<file path="src/rtl/dcm_reset_seq_if.sv">
// Signal bundle between the DCM reset sequencer and its environment.
// master is the sequencer side; slave is the DCM/system side.
interface dcm_reset_seq_if;
  logic       dcm_locked;
  logic       dcm_rst;
  logic       sys_reset;
  logic       cpu_reset;
  logic       ready;
  logic       clk_en;
  logic       lock_lost;
  logic [3:0] retry_cnt;

  modport master (
    input  dcm_locked,
    output dcm_rst,
    output sys_reset,
    output cpu_reset,
    output ready,
    output clk_en,
    output lock_lost,
    output retry_cnt
  );

  modport slave (
    output dcm_locked,
    input  dcm_rst,
    input  sys_reset,
    input  cpu_reset,
    input  ready,
    input  clk_en,
    input  lock_lost,
    input  retry_cnt
  );
endinterface

</file>
<file path="src/rtl/dcm_reset_seq.sv">
// Resets the DCM, waits for a settled lock, then releases fabric and CPU resets in stages
// and generates a periodic clock-enable. Re-runs the sequence on timeout or lock loss.
module dcm_reset_seq #(
  parameter int unsigned DCM_RST_CYCLES = 4,
  parameter int unsigned LOCK_TIMEOUT   = 1024,
  parameter int unsigned SETTLE_CYCLES  = 16,
  parameter int unsigned CPU_DELAY      = 8,
  parameter int unsigned CE_DIV         = 4
) (
  input  logic              clk,
  input  logic              reset,
  dcm_reset_seq_if.master   bus
);

  // Counters hold edges-already-seen, so a phase ends when the count reaches N-1.
  localparam logic [15:0] DcmRstLast  = 16'(DCM_RST_CYCLES - 1);
  localparam logic [15:0] TimeoutLast = 16'(LOCK_TIMEOUT - 1);
  localparam logic [15:0] SettleLast  = 16'(SETTLE_CYCLES - 1);
  localparam logic [15:0] CpuLast     = 16'(CPU_DELAY - 1);
  localparam logic [15:0] CeLast      = 16'(CE_DIV - 1);

  typedef enum logic [2:0] {
    StDcmRst,
    StWaitLock,
    StSettle,
    StSysUp,
    StRun
  } state_e;

  state_e      state_q;
  logic [15:0] cnt_q;
  logic [15:0] ce_cnt_q;
  logic        sync_q;
  logic        locked_s;
  logic        dcm_rst_q;
  logic        sys_reset_q;
  logic        cpu_reset_q;
  logic        ready_q;
  logic        clk_en_q;
  logic        lock_lost_q;
  logic [3:0]  retry_cnt_q;

  always_ff @(posedge clk or posedge reset) begin
    if (reset) begin
      state_q     <= StDcmRst;
      cnt_q       <= '0;
      ce_cnt_q    <= '0;
      sync_q      <= 1'b0;
      locked_s    <= 1'b0;
      dcm_rst_q   <= 1'b1;
      sys_reset_q <= 1'b1;
      cpu_reset_q <= 1'b1;
      ready_q     <= 1'b0;
      clk_en_q    <= 1'b0;
      lock_lost_q <= 1'b0;
      retry_cnt_q <= '0;
    end else begin
      sync_q   <= bus.dcm_locked;
      locked_s <= sync_q;
      clk_en_q <= 1'b0;
      if ((state_q == StSysUp || state_q == StRun) && !locked_s) begin
        // Lock dropped after fabric release: flag it and restart without counting a retry.
        state_q     <= StDcmRst;
        cnt_q       <= '0;
        lock_lost_q <= 1'b1;
        dcm_rst_q   <= 1'b1;
        sys_reset_q <= 1'b1;
        cpu_reset_q <= 1'b1;
        ready_q     <= 1'b0;
      end else begin
        unique case (state_q)
          StDcmRst: begin
            if (cnt_q == DcmRstLast) begin
              state_q   <= StWaitLock;
              cnt_q     <= '0;
              dcm_rst_q <= 1'b0;
            end else begin
              cnt_q <= cnt_q + 16'd1;
            end
          end
          StWaitLock: begin
            if (locked_s) begin
              state_q <= StSettle;
              cnt_q   <= '0;
            end else if (cnt_q == TimeoutLast) begin
              state_q   <= StDcmRst;
              cnt_q     <= '0;
              dcm_rst_q <= 1'b1;
              if (retry_cnt_q != 4'hF) begin
                retry_cnt_q <= retry_cnt_q + 4'd1;
              end
            end else begin
              cnt_q <= cnt_q + 16'd1;
            end
          end
          StSettle: begin
            if (!locked_s) begin
              state_q <= StWaitLock;
              cnt_q   <= '0;
            end else if (cnt_q == SettleLast) begin
              state_q     <= StSysUp;
              cnt_q       <= '0;
              sys_reset_q <= 1'b0;
            end else begin
              cnt_q <= cnt_q + 16'd1;
            end
          end
          StSysUp: begin
            if (cnt_q == CpuLast) begin
              state_q     <= StRun;
              cnt_q       <= '0;
              ce_cnt_q    <= '0;
              cpu_reset_q <= 1'b0;
              ready_q     <= 1'b1;
            end else begin
              cnt_q <= cnt_q + 16'd1;
            end
          end
          StRun: begin
            if (ce_cnt_q == CeLast) begin
              ce_cnt_q <= '0;
              clk_en_q <= 1'b1;
            end else begin
              ce_cnt_q <= ce_cnt_q + 16'd1;
            end
          end
          default: begin
            state_q <= StDcmRst;
            cnt_q   <= '0;
          end
        endcase
      end
    end
  end

  assign bus.dcm_rst   = dcm_rst_q;
  assign bus.sys_reset = sys_reset_q;
  assign bus.cpu_reset = cpu_reset_q;
  assign bus.ready     = ready_q;
  assign bus.clk_en    = clk_en_q;
  assign bus.lock_lost = lock_lost_q;
  assign bus.retry_cnt = retry_cnt_q;

endmodule

</file>
<file path="src/flat_wrapper.sv">
// flat-port wrapper written by rule: the top's interface ports become plain ports
module dcm_reset_seq_flat 
#(
  parameter int unsigned DCM_RST_CYCLES = 4,
  parameter int unsigned LOCK_TIMEOUT   = 1024,
  parameter int unsigned SETTLE_CYCLES  = 16,
  parameter int unsigned CPU_DELAY      = 8,
  parameter int unsigned CE_DIV         = 4
)
  (clk, reset, bus_dcm_locked, bus_dcm_rst, bus_sys_reset, bus_cpu_reset, bus_ready, bus_clk_en, bus_lock_lost, bus_retry_cnt);
  dcm_reset_seq_if bus_i ();
  input  logic clk;
  input  logic reset;
  input wire logic [$bits(bus_i.dcm_locked)-1:0] bus_dcm_locked;
  output wire logic [$bits(bus_i.dcm_rst)-1:0] bus_dcm_rst;
  output wire logic [$bits(bus_i.sys_reset)-1:0] bus_sys_reset;
  output wire logic [$bits(bus_i.cpu_reset)-1:0] bus_cpu_reset;
  output wire logic [$bits(bus_i.ready)-1:0] bus_ready;
  output wire logic [$bits(bus_i.clk_en)-1:0] bus_clk_en;
  output wire logic [$bits(bus_i.lock_lost)-1:0] bus_lock_lost;
  output wire logic [$bits(bus_i.retry_cnt)-1:0] bus_retry_cnt;
  assign bus_i.dcm_locked = bus_dcm_locked;
  assign bus_dcm_rst = bus_i.dcm_rst;
  assign bus_sys_reset = bus_i.sys_reset;
  assign bus_cpu_reset = bus_i.cpu_reset;
  assign bus_ready = bus_i.ready;
  assign bus_clk_en = bus_i.clk_en;
  assign bus_lock_lost = bus_i.lock_lost;
  assign bus_retry_cnt = bus_i.retry_cnt;
  dcm_reset_seq #(.DCM_RST_CYCLES(DCM_RST_CYCLES), .LOCK_TIMEOUT(LOCK_TIMEOUT), .SETTLE_CYCLES(SETTLE_CYCLES), .CPU_DELAY(CPU_DELAY), .CE_DIV(CE_DIV)) u_core (.clk(clk), .reset(reset), .bus(bus_i));
endmodule
</file>
<file path="config.mk">
export PLATFORM = sky130hd
export DESIGN_NAME = dcm_reset_seq_flat
export DESIGN_NICKNAME = d
export VERILOG_FILES = /design/src/rtl/dcm_reset_seq_if.sv /design/src/rtl/dcm_reset_seq.sv /design/src/flat_wrapper.sv
export SDC_FILE = /design/constraint.sdc
export NUM_CORES = 1
export LEC_CHECK = 0
export CAP_MARGIN = 20
export CORE_MARGIN = 1.5
export CORE_UTILIZATION = 60
export DETAILED_ROUTE_END_ITERATION = 12
export GPL_ROUTABILITY_DRIVEN = 0
export PLACE_DENSITY_LB_ADDON = 0.25
export SYNTH_ARGS = -nofsm -noshare
export SYNTH_HDL_FRONTEND = slang
export SYNTH_SLANG_ARGS = --single-unit
</file>
<file path="constraint.sdc">
create_clock -name clk -period 3.1 [get_ports clk]
set_input_delay 0.465 -clock clk [delete_from_list [all_inputs] [get_ports clk]]
set_output_delay 0.465 -clock clk [all_outputs]
set_load 0.005 [all_outputs]
</file>
==> metrics.md, run 1 <==
| Metric | Value |
|---|---|
| Status | completed |
| Worst hold stages | 0 |
| Final cell count without fillers | approximately 340 |
| Wire per inst | between 15 and 20 um |
| Wire length on met1 | 2.61 mm |
| Global-route wire length before repair | 9.45 mm |
| Die H | just under 70 um |
| Largest family of logic cells by synthesized area | simple AND/OR/NAND/NOR gates |
| Number of vias per cell | 6.68 |
| Final Core Density | between 60% and 70% |
| Worst path top cell family by delay | simple AND/OR/NAND/NOR gates |
| Final Max Tran Viols | 0 |
| Cell taking the most area after synthesis | dfrtp_1 |
| Syn Area/Cell | slightly above 9 sq um |
| Synth Warn # | 0 |
| Die width | between 60 and 70 um |
| Layout cells sized above 1 | about 7.3% |
| Req. time, crit path | roughly 3.3 ns |
| Rows | 23 |
| RSZ-0062 raised after global routing | no |
| Starting DRC count in detailed routing | approximately 260 |
| Number of synthesized flops with an enable pin | 0 |
| Overall Power | 1.46 mW |
| TritonCTS clock tree | built |
| Power per Cell Area | approximately 520 mW/mm^2 |
| CP Max Fanout | 14 |
| CP Cell Sequence | ha_1 -> or3b_2 -> or4_1 -> a211o_1 -> nor2_4 -> buf_4 -> o31ai_1 |
| WL met2 | approximately 2.6 mm |
| Uppermost layer routed | met4 |
| Synth Area in Simple Gates | 25.4% |
| Final Hold Viols | 0 |
| WL met3 | around 320 um |
| Post-synthesis mux area share | about 2.0% |
| Hold_buf cts | 0 |
| Die area | between 0.004 and 0.005 sq mm |
| Final Setup Violations | 0 |
| Final HPWL DP | around 3.7 mm |
| Cell with the most instances after synthesis | dfrtp_1 |
| Async SR Flop Fraction | 100% |
| Number of global-route vias before repair | just over 2,000 |
| Synthesized area | approximately 0.0026 sq mm |
| CP peak stage delay | ~0.52 ns |
| Post-CTS Setup Inserts | 0 |
| Clock root buffer | clkbuf_8 |
| DRC errors left | 0 |
| Worst reg2reg startpoint | u_core.cnt_q[0]$_DFFE_PP0N_ |
| ANT nets after route | 0 |
| Syn Inst Count | approximately 270 |
| Critical path's slowest cell | a211o_1 |
| Tmin final | between 2 and 3 ns |
| #FFs+latches synth | 47 |
| CORE AREA | between 0.004 and 0.005 sq mm |
| Register area share after synthesis | ~46% |
| Synth area leaders | dfrtp_1 43%, nand2_1 4.0%, o221ai_1 3.4% |
| Maximum vdd drop | between 0.0004 and 0.0005 V |
| Initial Util | 63.2% |
| Placed cell count | between 300 and 400 |
| Hold path endpoint | u_core.locked_s$_DFF_PP0_ |
| Clock latency on the worst-skew pair | around 0.3 ns |
| Via Count | between 2,000 and 2,500 |
| H-tree depth | 2 |
| Max Cap Viol | 0 |
| Crit start category | flip-flop |
| Overflow after GRT | 0 |
| Final wirelength | about 5.6 mm |
| HP Class | flip-flop to flip-flop |
| Crit Path Class | flip-flop to flip-flop |
| Fin Setup TNS | 0 ns |
| Lkg Pwr | 1.15 nW |
| Ys flop type | dfrtp_1 |
| Tightest Pin Transition | ~0.95 ns |
| Critical path buffers and inverters | 1 |
| Fmax achieved | between 0.3 and 0.4 GHz |
| Synth top cells by count | 44 x dfrtp_1, 27 x nand2_1, 17 x o21ai_1, 16 x a21oi_1, 14 x nand3_1 |
| CTS buffer count | 5 |
| All-Layer GR Usage | a little over a quarter |
| Post-Synth XOR/XNOR Area | under 10% |
| CP endpoint kind | flip-flop |
| DRT Pass-1 Iters | 5 |
| Synth-to-Final Area Change | 10.2% |
| Relative slew slack | about 37% |
| Final nets | around 290 |
| Clock tree buffer depth | 2 |
| Largest net degree at the start of global routing | 48 |
| N_diodes | 0 |
| Reg2Reg Depth | 7 |
| Tcrit/Tclk final | about nine tenths |
| Critical path data arrival time | 2.92 ns |
| Post-Route Skew | about 0.0038 ns |
| RR Endpoint | u_core.cnt_q[6]$_DFFE_PP0N_ |
| Hold Startpoint | u_core.sync_q$_DFF_PP0_ |
| Syn_nets | 280 |
| PortBufs | 12 |
| IO Pins | 13 |
| R2r setup slk | between 0.3 and 0.4 ns |
| Reg clk slew, reported paths | about 0.090 ns |
| Compound-cell area share of the yosys netlist | 19.4% |
| Synth Area in Adders | 1.46% |
| Cts repair resizes | 0 |
| Antenna violations before repair | 0 |
| Yosys cell types | 51 |
| Synth top area share | 42.9% |
| # clock sinks | 47 |
-- logic make-up after synthesis --
| kind of cell | after synthesis |
|---|---|
| AOI/OAI and AO/OA | 75 |
| xor gates and xnor gates | 6 |
| adders and majority gates | 3 |
| buffers and inverters | 22 |
| DFF | 47 |
| muxes | 5 |
| and+or+nand+nor | 116 |
-- metal layers --
layer  track usage (%)  vias up
met5                 0        -
met1              37.7     1086
met4              10.0        0
met2              40.5       79
met3              6.25       10
li1                  -     1069
-- worst reg2reg max path: stages, from the launching register on --
cell and delay, ns:
dfrtp_1 0.39, ha_1 0.33, or3b_2 0.49, or4_1 0.41, a211o_1 0.52, nor2_4 0.17, buf_4 0.22, o31ai_1 0.10
-- metrics by stage --
step,hold slack [ns],setup WS (ns),cell area (sq um)
after floorplan,0.331,0.662,2560
after global placement,0.332,0.450,2710
after detailed placement,0.342,0.371,2710
after CTS,0.362,0.360,2800
after global routing,0.371,0.205,2830
final,0.358,0.349,2830
-- cell type report --
type,count,area (sq um)
clock buffer,6,72.6
clock inverter,2,12.5
fill,323,1230
inverter,10,37.5
multi-input combinational,205,1290
sequential,47,1180
tap,50,62.6
timing repair buffer,16,170
-- sequential cells by signal (all words and copies together) (netlist names) --
name                  cells
u_core.locked_s           1
u_core.bus.clk_en         1
u_core.bus.ready          1
u_core.bus.cpu_reset      1
u_core.ce_cnt_q          16
u_core.bus.lock_lost      1
u_core.sync_q             1
u_core.cnt_q             16
u_core.state_q            3
u_core.bus.sys_reset      1
u_core.bus.retry_cnt      4
u_core.bus.dcm_rst        1
-- worst max path at each step --
stage | start | to | slack (ns) | depth (start not counted)
floorplan | u_core.cnt_q[0]$_DFFE_PP0N_ | u_core.state_q[0]$_DFFE_PP0P_ | 0.66 | 6
global placement | u_core.cnt_q[0]$_DFFE_PP0N_ | u_core.cnt_q[7]$_DFFE_PP0N_ | 0.45 | 7
detailed placement | u_core.cnt_q[0]$_DFFE_PP0N_ | u_core.cnt_q[6]$_DFFE_PP0N_ | 0.37 | 7
CTS | u_core.cnt_q[0]$_DFFE_PP0N_ | u_core.cnt_q[6]$_DFFE_PP0N_ | 0.36 | 7
global route | u_core.cnt_q[0]$_DFFE_PP0N_ | u_core.cnt_q[6]$_DFFE_PP0N_ | 0.20 | 7
finish | u_core.cnt_q[0]$_DFFE_PP0N_ | u_core.cnt_q[6]$_DFFE_PP0N_ | 0.35 | 7
-- layout by cell type (no fill, tap or decap), types with 7 or more instances in the layout --
cell             instances
a21oi_1                 16
nand3_1                 14
inv_1                    8
nor4_1                   7
nor2_1                   9
nand2_1                 27
o21ai_1                 17
clkdlybuf4s50_1         12
o31ai_1                 10
nor3_1                  10
o221ai_1                10
dfrtp_1                 44
-- power breakdown --
group          internal (mW)  switching (mW)
registers              0.661          0.0675
logic                  0.139           0.229
clock network          0.158           0.205
total                  0.958           0.501
No activity file was read; power rests on OpenSTA's default activity.
==> inputs of run 2 (changes only) <==
CAP_MARGIN = unset   (was 20)
==> metrics.md, run 2 (synthesis gave the netlist of run 1 again) <==
| Metric | Value |
|---|---|
| Tcrit/Tclk final | 89.0% (was 88.7%) |
| Final Setup Violations | 0 (unchanged) |
| Setup crit end | u_core.cnt_q[6]$_DFFE_PP0N_ (unchanged) |
| Clock latency on the worst-skew pair | 0.30 ns (about the same) |
| Number of global-route vias before repair | 2,071 (unchanged) |
| Initial Util | 63.2% (unchanged) |
| Final HPWL DP | 3.72 mm (unchanged) |
| PortBufs | 12 (unchanged) |
| TritonCTS clock tree | built (unchanged) |
| Critical path data arrival time | 2.93 ns (was 2.92 ns) |
| Wire per inst | 16.5 um (was 16.8 um) |
| Worst reg2reg startpoint | u_core.cnt_q[1]$_DFFE_PP0N_ (was u_core.cnt_q[0]$_DFFE_PP0N_) |
| Die width | 68.4 um (unchanged) |
| Clock root buffer | clkbuf_8 (unchanged) |
| Overflow after GRT | 0 (unchanged) |
| Final Hold Viols | 0 (unchanged) |
| R2r setup slk | 0.34 ns (was 0.35 ns) |
| CP Cell Sequence | ha_1 -> or3b_2 -> or4_1 -> a211o_1 -> nor2_4 -> buf_4 -> o31ai_1 (unchanged) |
| Rows | 23 (unchanged) |
| Relative slew slack | 35.7% (was 36.6%) |
| CTS buffer count | 5 (unchanged) |
| Overall Power | 1.46 mW (about the same) |
| Worst path top cell family by delay | simple AND/OR/NAND/NOR gates (unchanged) |
| ANT nets after route | 0 (unchanged) |
| HP Class | flip-flop to flip-flop (unchanged) |
| WP depth | 7 (unchanged) |
| Maximum vdd drop | 0.000418 V (was 0.000421 V) |
| Most common cell after layout, fill and taps aside | dfrtp_1 (unchanged) |
| Post-CTS Setup Inserts | 0 (unchanged) |
| Post-Route Skew | 0.00567 ns (was 0.00377 ns) |
| Layout cells sized above 1 | 7.02% (was 7.34%) |
| Worst Setup SP | u_core.cnt_q[1]$_DFFE_PP0N_ (was u_core.cnt_q[0]$_DFFE_PP0N_) |
| Reg2Reg Depth | 7 (unchanged) |
| Reg clk slew, reported paths | 0.09 ns (about the same) |
| Synth-to-Final Area Change | 9.13% (was 10.2%) |
| IO Pins | 13 (unchanged) |
| Fin Setup TNS | 0 ns (unchanged) |
| CP Max Fanout | 14 (unchanged) |
| Req. time, crit path | 3.27 ns (about the same) |
| Final cell count without fillers | 335 (was 336) |
| RR Endpoint | u_core.cnt_q[6]$_DFFE_PP0N_ (unchanged) |
| Number of vias per cell | 6.61 (was 6.68) |
| Final nets | 290 (was 291) |
| CORE AREA | 0.00406 sq mm (unchanged) |
| Status | completed (unchanged) |
| Tightest Pin Transition | 0.960 ns (was 0.947 ns) |
| DRC errors left | 0 (unchanged) |
| Crit start category | flip-flop (unchanged) |
| Antenna violations before repair | 0 (unchanged) |
| All-Layer GR Usage | 26.9% (unchanged) |
| Fmax achieved | 0.363 GHz (was 0.364 GHz) |
| Die area | 0.00467 sq mm (unchanged) |
| Max Cap Viol | 0 (unchanged) |
| # clock sinks | 47 (unchanged) |
| Crit Path Class | flip-flop to flip-flop (unchanged) |
| Starting DRC count in detailed routing | 271 (was 264) |
| Hold_buf cts | 0 (unchanged) |
| Critical path buffers and inverters | 1 (unchanged) |
| Critical path's slowest cell | a211o_1 (unchanged) |
| Final Max Tran Viols | 0 (unchanged) |
| Global-route wire length before repair | 9.45 mm (unchanged) |
| CP endpoint kind | flip-flop (unchanged) |
| Final wirelength | 5.53 mm (was 5.63 mm) |
| Clock tree buffer depth | 2 (unchanged) |
| Via Count | 2,214 (was 2,244) |
| Cts repair resizes | 0 (unchanged) |
| N_diodes | 0 (unchanged) |
| Power per Cell Area | 520 mW/mm^2 (was 516 mW/mm^2) |
| Largest net degree at the start of global routing | 48 (unchanged) |
| H-tree depth | 2 (unchanged) |
| Tmin final | 2.76 ns (was 2.75 ns) |
| Most frequent cells in the layout | 44 x dfrtp_1, 27 x nand2_1, 17 x o21ai_1 (unchanged) |
| Die H | 68.4 um (unchanged) |
| Lkg Pwr | 1.14 nW (was 1.15 nW) |
| Placed cell count | 327 (unchanged) |
| RSZ-0062 raised after global routing | no (unchanged) |
| CP peak stage delay | 0.52 ns (about the same) |
| DRT Pass-1 Iters | 4 (was 5) |
## run 2: cell types whose count changed in the layout (fill, tap and decap cells not counted), sizes merged
cell	delta
buf	-1
## run 2: worst min-delay path by stage
| stage | startpoint | endpoint | slack (ns) | cells past startpoint |
|---|---|---|---|---|
| 4_1_cts | u_core.sync_q$_DFF_PP0_ | u_core.locked_s$_DFF_PP0_ | 0.36 | 0 |
| 2_1_floorplan | u_core.sync_q$_DFF_PP0_ | u_core.locked_s$_DFF_PP0_ | 0.33 | 0 |
| 3_5_place_dp | u_core.sync_q$_DFF_PP0_ | u_core.locked_s$_DFF_PP0_ | 0.34 | 0 |
| 3_3_place_gp | u_core.sync_q$_DFF_PP0_ | u_core.locked_s$_DFF_PP0_ | 0.33 | 0 |
| 5_1_grt | u_core.sync_q$_DFF_PP0_ | u_core.locked_s$_DFF_PP0_ | 0.37 | 0 |
| 6_report | u_core.sync_q$_DFF_PP0_ | u_core.locked_s$_DFF_PP0_ | 0.36 | 0 |
## run 2: metrics by stage
| step | utilization [%] | hold slack, ns | setup slack (ns) | instance area [sq um] |
|---|---|---|---|---|
| floorplan | - | 0.331 | 0.662 | 2560 |
| global placement | 66.9 | 0.332 | 0.450 | 2710 |
| detailed placement | 66.9 | 0.342 | 0.371 | 2710 |
| CTS | 68.9 | 0.362 | 0.360 | 2800 |
| global route | 68.9 | 0.370 | 0.205 | 2800 |
| finish | 68.9 | 0.359 | 0.341 | 2800 |
## run 2: area by class of cell
cell class              instances  area, sq um
repair buffers                 15          143
well taps                      50         62.6
flip-flops and latches         47         1180
inverters                      10         37.5
fillers                       329         1260
multi-input cells             205         1290
clock buffers                   6         72.6
clock inverters                 2         12.5
## run 2: where the power goes
group	internal [mW]	switching, mW
sequential	0.661	0.0676
combinational	0.136	0.229
clock	0.158	0.204
total	0.954	0.501
## run 2: per-layer routing
layer  GRT usage (%)  vias up  part of all wire (%)  wire length (um)
li1                -     1064                     -                 -
met1            37.7     1051                    47              2580
met2            40.5       90                    46              2530
met3            6.25        9                   6.5               359
met4            10.0        0                   1.2                66
met5               0        -                     0                 0
## run 2: worst reg2reg max path, cell delays in order, from the launching register on
cell     delay (ns)
dfrtp_1        0.39
ha_1           0.33
or3b_2         0.49
or4_1          0.41
a211o_1        0.52
nor2_4         0.17
buf_4          0.22
o31ai_1        0.10
==> inputs of run 3 (changes only) <==
ABC_CLOCK_PERIOD_IN_PS = 3100   (was unset)
SKIP_CTS_REPAIR_TIMING = 1   (was unset)
==> results of run 3 <==
Same layout as run 2: the final DEF is identical, and so are final timing and power.
